### src/rtl/multi_enq_pkg.sv
// Shared types and helpers for the multi-element enqueue compactor.
package multi_enq_pkg;

    localparam int N            = 4;
    localparam int MAX_CAPACITY = 16;
    localparam int CNT_BITS     = $clog2(N + 1);
    localparam int CAPACITYBITS = $clog2(MAX_CAPACITY + 1);
    localparam int IDX_W        = (N > 1) ? $clog2(N) : 1;

    typedef logic [7:0]              elem_t;
    typedef logic [CNT_BITS-1:0]     count_t;
    typedef logic [CAPACITYBITS:0]   free_t;

    function automatic count_t popcount(input logic [N-1:0] m);
        count_t c;
        c = '0;
        for (int i = 0; i < N; i++) begin
            c = c + count_t'(m[i]);
        end
        return c;
    endfunction

    function automatic count_t min_count(input count_t a, input free_t b);
        if (b < free_t'(a)) begin
            return count_t'(b);
        end
        return a;
    endfunction

endpackage

### src/rtl/lane_compactor.sv
// Combinational prefix-sum compaction: packs masked lanes densely, lane order preserved.
module lane_compactor
    import multi_enq_pkg::*;
(
    input  logic [N-1:0]  mask,
    input  elem_t [N-1:0] data,
    output elem_t [N-1:0] compact_data,
    output count_t        count
);

    count_t slot;

    always_comb begin
        slot         = '0;
        compact_data = '0;
        for (int i = 0; i < N; i++) begin
            if (mask[i]) begin
                compact_data[slot[IDX_W-1:0]] = data[i];
                slot = slot + count_t'(1);
            end
        end
    end

    assign count = popcount(mask);

endmodule

### src/rtl/multi_enq_compactor.sv
// Compacts N-lane masked beats and feeds them to a multi-enqueue FIFO within its free space.
// Optional counters are enabled with MULTI_ENQ_COMPACTOR_STATS_EN.
module multi_enq_compactor
    import multi_enq_pkg::*;
(
    input  logic                    clk,
    input  logic                    rstn,
    input  logic                    flush,
    input  logic                    in_valid,
    input  logic [N-1:0]            in_mask,
    input  elem_t [N-1:0]           in_data,
    output logic                    in_ready,
    input  logic [CAPACITYBITS-1:0] fifo_fill_level,
    output count_t                  enq_count,
    output elem_t [N-1:0]           enq_data
`ifdef MULTI_ENQ_COMPACTOR_STATS_EN
    ,
    output logic [31:0]             stat_stall_cycles,
    output logic [31:0]             stat_elems
`endif
);

    count_t        pend_cnt;
    elem_t [N-1:0] pend_data;
    elem_t [N-1:0] cmp_data;
    elem_t [N-1:0] shifted;
    count_t        cmp_cnt;
    free_t         free;
    logic          accept;
    int            src;

    lane_compactor u_lane_compactor (
        .mask         (in_mask),
        .data         (in_data),
        .compact_data (cmp_data),
        .count        (cmp_cnt)
    );

    // Clamp so an over-reported fill level reads as a full FIFO, never wraps.
    assign free = (free_t'(fifo_fill_level) >= free_t'(MAX_CAPACITY)) ? '0
                : free_t'(MAX_CAPACITY) - free_t'(fifo_fill_level);

    assign enq_count = flush ? '0 : min_count(pend_cnt, free);
    assign enq_data  = pend_data;
    assign in_ready  = !flush && (enq_count == pend_cnt);
    assign accept    = in_valid && in_ready;

    always_comb begin
        shifted = pend_data;
        src     = 0;
        for (int i = 0; i < N; i++) begin
            src = i + int'(enq_count);
            if (src < N) begin
                shifted[i] = pend_data[src[IDX_W-1:0]];
            end
        end
    end

    always_ff @(posedge clk or negedge rstn) begin
        if (!rstn) begin
            pend_cnt <= '0;
        end else if (flush) begin
            pend_cnt <= '0;
        end else if (accept) begin
            pend_cnt <= cmp_cnt;
        end else begin
            pend_cnt <= pend_cnt - enq_count;
        end
    end

    // Data needs no reset: pend_cnt alone qualifies it.
    always_ff @(posedge clk) begin
        if (accept) begin
            pend_data <= cmp_data;
        end else begin
            pend_data <= shifted;
        end
    end

`ifdef MULTI_ENQ_COMPACTOR_STATS_EN
    logic [32:0] elem_sum;

    assign elem_sum = {1'b0, stat_elems} + 33'(enq_count);

    always_ff @(posedge clk or negedge rstn) begin
        if (!rstn) begin
            stat_stall_cycles <= '0;
            stat_elems        <= '0;
        end else begin
            if (in_valid && !in_ready && (stat_stall_cycles != '1)) begin
                stat_stall_cycles <= stat_stall_cycles + 32'd1;
            end
            stat_elems <= elem_sum[32] ? '1 : elem_sum[31:0];
        end
    end
`endif

endmodule

### config.mk
export PLATFORM = sky130hd
export DESIGN_NAME = multi_enq_compactor
export DESIGN_NICKNAME = d
export VERILOG_FILES = /design/src/rtl/multi_enq_pkg.sv /design/src/rtl/lane_compactor.sv /design/src/rtl/multi_enq_compactor.sv
export SDC_FILE = /design/constraint.sdc
export NUM_CORES = 1
export LEC_CHECK = 0
export CAP_MARGIN = 30
export CORE_MARGIN = 8
export CORE_UTILIZATION = 54
export DETAILED_ROUTE_END_ITERATION = 10
export PLACE_DENSITY = 0.88
export SLEW_MARGIN = 5
export SYNTH_ARGS = -nofsm -noshare
export SYNTH_HDL_FRONTEND = slang
export SYNTH_SLANG_ARGS = --single-unit
### constraint.sdc
create_clock -name clk -period 11.25 [get_ports clk]
set_input_delay 3.375 -clock clk [delete_from_list [all_inputs] [get_ports clk]]
set_output_delay 3.375 -clock clk [all_outputs]
set_load 0.02 [all_outputs]
# ---- Yosys cells after proc, flatten, opt, wreduce, memory -nomap -nowiden
# Cells that the tools add are included.
dict set report word_totals {
  out_inout_bits 36
  reg_bits 35
  inputBits 45
}
dict set report op_classes {
  n_eq_ne 1
  n_addsub 10
  n_lt_le_gt_ge 16
  reduce_logical 10
  mux 36
}
# cell count
set op_table {}
lappend op_table {{32-bit 2-to-1 mux} 4}
lappend op_table {{32-bit bitwise mux} 3}
lappend op_table {{8-bit 2-to-1 mux} 12}
lappend op_table {{8-bit binary-select mux with 2-bit select} 4}
lappend op_table {{8-bit demux with 2-bit select} 3}
lappend op_table {{2-bit by 3-bit < comparator with 1-bit output, second input constant} 6}
lappend op_table {{3-bit 2-to-1 mux} 5}
lappend op_table {{4-bit by 3-bit < comparator with 1-bit output, second input constant} 3}
lappend op_table {{2-bit by 3-bit adder with 4-bit output, first input constant} 2}
lappend op_table {{2-bit nonzero test} 4}
lappend op_table {{3-bit by 1-bit adder with 3-bit output} 2}
lappend op_table {{6-bit by 3-bit < comparator with 1-bit output} 1}
lappend op_table {{6-bit 2-to-1 mux} 1}
lappend op_table {{5-bit by 5-bit subtractor with 6-bit output, first input constant} 1}
lappend op_table {{5-bit >= comparator, second input constant} 1}
lappend op_table {{1-bit logical AND} 5}
lappend op_table {{1-bit by 3-bit adder with 4-bit output, first input constant} 1}
lappend op_table {{2-bit by 1-bit >= comparator with 1-bit output, second input constant} 2}
lappend op_table {{2-bit 2-to-1 mux} 2}
lappend op_table {{3-bit equality test} 1}
lappend op_table {{1-bit by 3-bit < comparator with 1-bit output, second input constant} 1}
lappend op_table {{3-bit < comparator, second input constant} 1}
lappend op_table {{3-bit subtractor} 1}
lappend op_table {{1-bit by 1-bit adder with 2-bit output} 1}
lappend op_table {{other kinds (5)} 6}

# ---- Logic depth before layout (Yosys ltp)
dict set report depth {
  word_depth 12
  depth_mapped 21
  depth_no_buf 17
}

# ---- By module
# From an unflattened synthesis, not the netlist that was laid out.
dict set report unflattened {
  hier_cells 360
  area_unflattened_um2 3883.7
}
# module cells_each area_each_um2 n_inst seq_area_each_um2
set by_module_without_submodules {}
lappend by_module_without_submodules {multi_enq_compactor 233 2826.5 1 1036.0}
lappend by_module_without_submodules {lane_compactor 127 1057.3 1 0.0}

# ---- Worst setup path before layout
# OpenSTA, ideal clock, no wires.
dict set report synth_path {
  path_type {input-to-output}
  from {input fifo_fill_level[0]}
  to {output in_ready}
  path_slack_ns 1.109
  n_path_buf 2
  t_arrival_ns 6.766
  path_stages 17
  required_time_ns 7.875
  path_cell_list {inv_1 > ha_1 > or3b_4 > inv_1 > ha_1 > nor3_2 > ha_1 > o21ai_0 > a31oi_1 > a211oi_4 > mux2i_1 > buf_4 > buf_6 > inv_1 > ha_1 > nand2_1 > nor3_1}
}
dict set report synth_between {
  elab_chain_cells 8
  elab_cells_between_ends 10
  classes_between {add/sub (1); order compare (2); eq/ne (1); mux (5); reduce/logical (1)}
}
# item line
set synth_rtl {}
lappend synth_rtl {{from (decl)} multi_enq_compactor.sv:13} ;# input logic [CAPACITYBITS-1:0] fifo_fill_level,
lappend synth_rtl {{5-bit by 5-bit subtractor with 6-bit output / 5-bit >= comparator (equally long branches)} {multi_enq_compactor.sv:41, multi_enq_compactor.sv:40}}
lappend synth_rtl {{6-bit 2-to-1 mux (*)} multi_enq_compactor.sv:40} ;# assign free = (free_t'(fifo_fill_level) >= free_t'(MAX_CAPACITY)) ? '0
lappend synth_rtl {{6-bit by 3-bit < comparator with 1-bit output} multi_enq_pkg.sv:24} ;# if (b < free_t'(a)) begin
lappend synth_rtl {{1-bit 2-to-1 mux} multi_enq_pkg.sv:24}
lappend synth_rtl {{3-bit 2-to-1 mux (*)} multi_enq_pkg.sv:27} ;# return a;
lappend synth_rtl {{3-bit 2-to-1 mux (*)} multi_enq_compactor.sv:43} ;# assign enq_count = flush ? '0 : min_count(pend_cnt, free);
lappend synth_rtl {{net enq_count[0]} multi_enq_compactor.sv:14} ;# output count_t enq_count,
lappend synth_rtl {{3-bit equality test (*)} multi_enq_compactor.sv:45} ;# assign in_ready = !flush && (enq_count == pend_cnt);
lappend synth_rtl {{1-bit logical AND (*)} multi_enq_compactor.sv:45}
lappend synth_rtl {{to (decl)} multi_enq_compactor.sv:12} ;# output logic in_ready,
# The timed path passes the listed nets; every way through them passes the cells marked *. The select of a mux whose other input is x is not followed.

# ---- Worst setup path in the final report
dict set report layout_path {
  from {input fifo_fill_level[0]}
  to {output in_ready}
}
dict set report layout_between {
  elab_chain_cells 8
  elab_cells_between_ends 10
  classes_between {add/sub (1); order compare (2); eq/ne (1); mux (5); reduce/logical (1)}
}
# item line
set layout_rtl {}
lappend layout_rtl {{5-bit by 5-bit subtractor with 6-bit output / 5-bit >= comparator (equally long branches)} {multi_enq_compactor.sv:41, multi_enq_compactor.sv:40}}
lappend layout_rtl {{6-bit 2-to-1 mux (*)} multi_enq_compactor.sv:40}
lappend layout_rtl {{6-bit by 3-bit < comparator with 1-bit output} multi_enq_pkg.sv:24}
lappend layout_rtl {{1-bit 2-to-1 mux} multi_enq_pkg.sv:24}
lappend layout_rtl {{3-bit 2-to-1 mux (*)} multi_enq_pkg.sv:27}
lappend layout_rtl {{3-bit 2-to-1 mux (*)} multi_enq_compactor.sv:43}
lappend layout_rtl {{3-bit equality test (*)} multi_enq_compactor.sv:45}
lappend layout_rtl {{1-bit logical AND (*)} multi_enq_compactor.sv:45}
# Every way passes the cells marked *; elsewhere a longest branch is shown, timed or not. The select of a mux whose other input is x is not followed.

==> results.toml <==
[detailed_routing]
via_per_inst = 6.97
ant_nets = 0
initialDrtViolationCount = 548
drc_errors = 2
first_pass_iters = 11
post_drt_wl_per_cell_um = 22.7
num_vias = 3165
routed_wirelength_mm = 10.3

[setup_path]
crit_path_frequent_cell = "ha_1"
cp.required_ns = 7.88
cpPeakStageDelay_ns = 0.63
path_buf_inv = 5
cp-end-kind = "output port"
cp.arrival_ns = 7.54
crit_fanout = 7
cpMaxStageDelayCell = "clkdlybuf4s50_1"
startpoint_type = "input port"
crit_chain = "clkdlybuf4s50_1 > inv_1 > ha_1 > or3b_4 > inv_1 > ha_1 > nor3_2 > ha_1 > o21ai_0 > a31oi_1 > a211oi_4 > mux2i_4 > inv_1 > ha_1 > nand2_1 > nor3_1 > clkdlybuf4s50_1"
criticalPathCategory = "input port to output port"
critPathTopFamily = "buffers and inverters"

[logic_synthesis]
ys_seq_area_frac = 0.337
syn-instance-count = 308
synth_top_cell_by_area = "edfxtp_1"
synth_top_area_frac = 0.313
ys_dominant_reg_cell = "edfxtp_1"
synth-seq-cells = 35
yosysWarnings = 0
synth_area_um2 = 3070
synth.avg_cell_area_um2 = 9.98
synthArstFlopShare = 0.0857
synth-edff-count = 32
synth_fp_nets = 367
synth_most_common_cell = "mux2i_1"
synth_cell_types = 51
synthTopCellsByArea = "edfxtp_1, mux2i_1, a221oi_1"
synth_common_cells = "mux2i_1, edfxtp_1, nor2_1"

[clock_network]
ctsHoldBuffers = 0
clk_path_buf_depth = 2
cts_resized = 0
post-cts-setup-buffers = 0
clkSinkCount = 35
cts-root-buf = "clkbuf_8"
cts_tree = "yes"
clk_latency_ns = 0.29
cts.htree.levels = 2
path_clk_slew_ns = 0.07
numCtsBuffers = 5

[floorplanning]
start_util = 0.558
die_w_um = 91.5
ios = 81
rows = 27
die_height_um = 91.5
placeableCoreArea_um2 = 5510
design.die.area_um2 = 8360

[placed_design]
numPortBuffers = 80
post-dp-hpwl_mm = 7.34
place_congestion = 0.925

[flow_run]
drv_cap = 0

[sta]
relSlewSlack = 0.399
skew_ns = 0.00682
rsz0062_at_grt = "false"
slew_viol_final = 0
finalCriticalPeriod_ns = 10.91
setup-tns-final_ns = 0
timing_hold_violations_final = 0
fin_crit_sh = 0.970
worst-slew-pin-transition_ns = 0.902
setup_violations = 0
clock.fmax_mhz = 91.6

[final_layout]
antennaDiodeCount = 0
drive_gt1_frac = 0.0733
nets = 441
post-route-util = 0.731
syn2layout_area_growth_pct = 30.9

[global_route]
antenna_found_initial = 0
grt_pass1_wl_mm = 16.1
grt_pass1_vias = 3147
grt_max_degree = 36
grtUsageTotal = 0.236
grt.overflow.total = 0

[hold_path]
worstHoldPathType = "flip-flop to flip-flop"

[pwr]
power.density_nw_per_um2 = 261
leakagePower_nw = 1.78
irDropWorstVdd_mv = 0.124

[outcome]
violations = "design-rule violations"
status = "finished with violations"
-- state kept, by name (all words and copies together) (netlist names) --
name      cells
pend_cnt      3
enq_data     32
-- layout by cell type (no fill, tap or decap), types with 2 or more instances in the layout --
master            n
and3_1            9
nor2_2            3
fa_1              2
dfrtp_1           3
a221oi_1         24
nor2_1           25
a31oi_1           2
nor3_1            3
o31ai_1           2
o21ai_0          12
clkdlybuf4s50_1  80
nor3b_1           2
mux2i_1          50
clkbuf_8          5
ha_1             12
and2_1            4
a222oi_1         16
nor3_2            2
a22oi_1          16
nand2_1          16
inv_1            16
buf_4             6
a21oi_1           9
edfxtp_1         32
nand4_1           2
nand3_1           2
-- area by class of cell --
cell class | count | area (µm²)
clock buffers | 6 | 72.6
clock inverters | 1 | 30.0
fillers | 405 | 1480
inverters | 17 | 65.1
multi-input cells | 235 | 1870
flip-flops and latches | 35 | 1040
well taps | 72 | 90.1
repair buffers | 88 | 862
-- power by group --
part	internal (mW)	total, mW	leakage (nW)	switching [mW]
Clock	0.0650	0.111	0.0513	0.0461
Combinational	0.277	0.629	1.37	0.352
Sequential	0.254	0.311	0.367	0.0567
-- stage by stage --
stage | instance area (µm²) | hold WS, ns | setup slack (ns) | instances | total power, mW
floorplan | 3070 | 0.726 | 1.11 | 308 | 0.685
global placement | 3880 | 0.759 | 0.483 | 442 | 0.899
detailed placement | 3900 | 0.772 | 0.343 | 445 | 0.920
CTS | 4000 | 0.801 | 0.340 | 452 | 1.03
global route | 4020 | 0.857 | 0.0312 | 454 | 1.10
finish | 4020 | 0.810 | 0.336 | 454 | 1.05
-- kinds of logic (layout without fill, tap and decap cells) --
logic type | after synthesis | in the layout | synth area share
fa+ha+maj | 14 | 14 | 0.0619
buf+inv | 38 | 112 | 0.0623
xor+xnor | 2 | 2 | 0.00570
compound gates | 92 | 92 | 0.237
flops | 35 | 35 | 0.337
mux | 53 | 53 | 0.174
simple gates | 74 | 74 | 0.122
-- metal layers --
metal	wire, µm	vias up	share of wire	track usage
met5	0	-	0	0
met4	312	0	0.030	0.121
met3	1510	41	0.15	0.0593
met2	4870	304	0.47	0.387
met1	3630	1442	0.35	0.278
li1	-	1378	-	-
-- path summary, 6_finish.rpt --
| check | startpoint | to | slack, ns | cells past startpoint |
|---|---|---|---|---|
| max in group asynchronous | rstn | pend_cnt[1] | 7.83 | 1 |
| min in group asynchronous | rstn | pend_cnt[0] | 3.27 | 1 |
| min | pend_cnt[1] | pend_cnt[1] | 0.81 | 3 |
| max reg2reg | pend_cnt[1] | enq_data[25] | 6.97 | 12 |
| min reg2reg | pend_cnt[1] | pend_cnt[1] | 0.81 | 3 |
| max | fifo_fill_level[0] | in_ready | 0.34 | 17 |
-- tightest hold or removal path, cell delays in order, from the launching register on --
cell,delay (ns)
dfrtp_1,0.41
fa_1,0.19
nand2_1,0.05
a21oi_1,0.13
(Power assumes the default switching activity.)
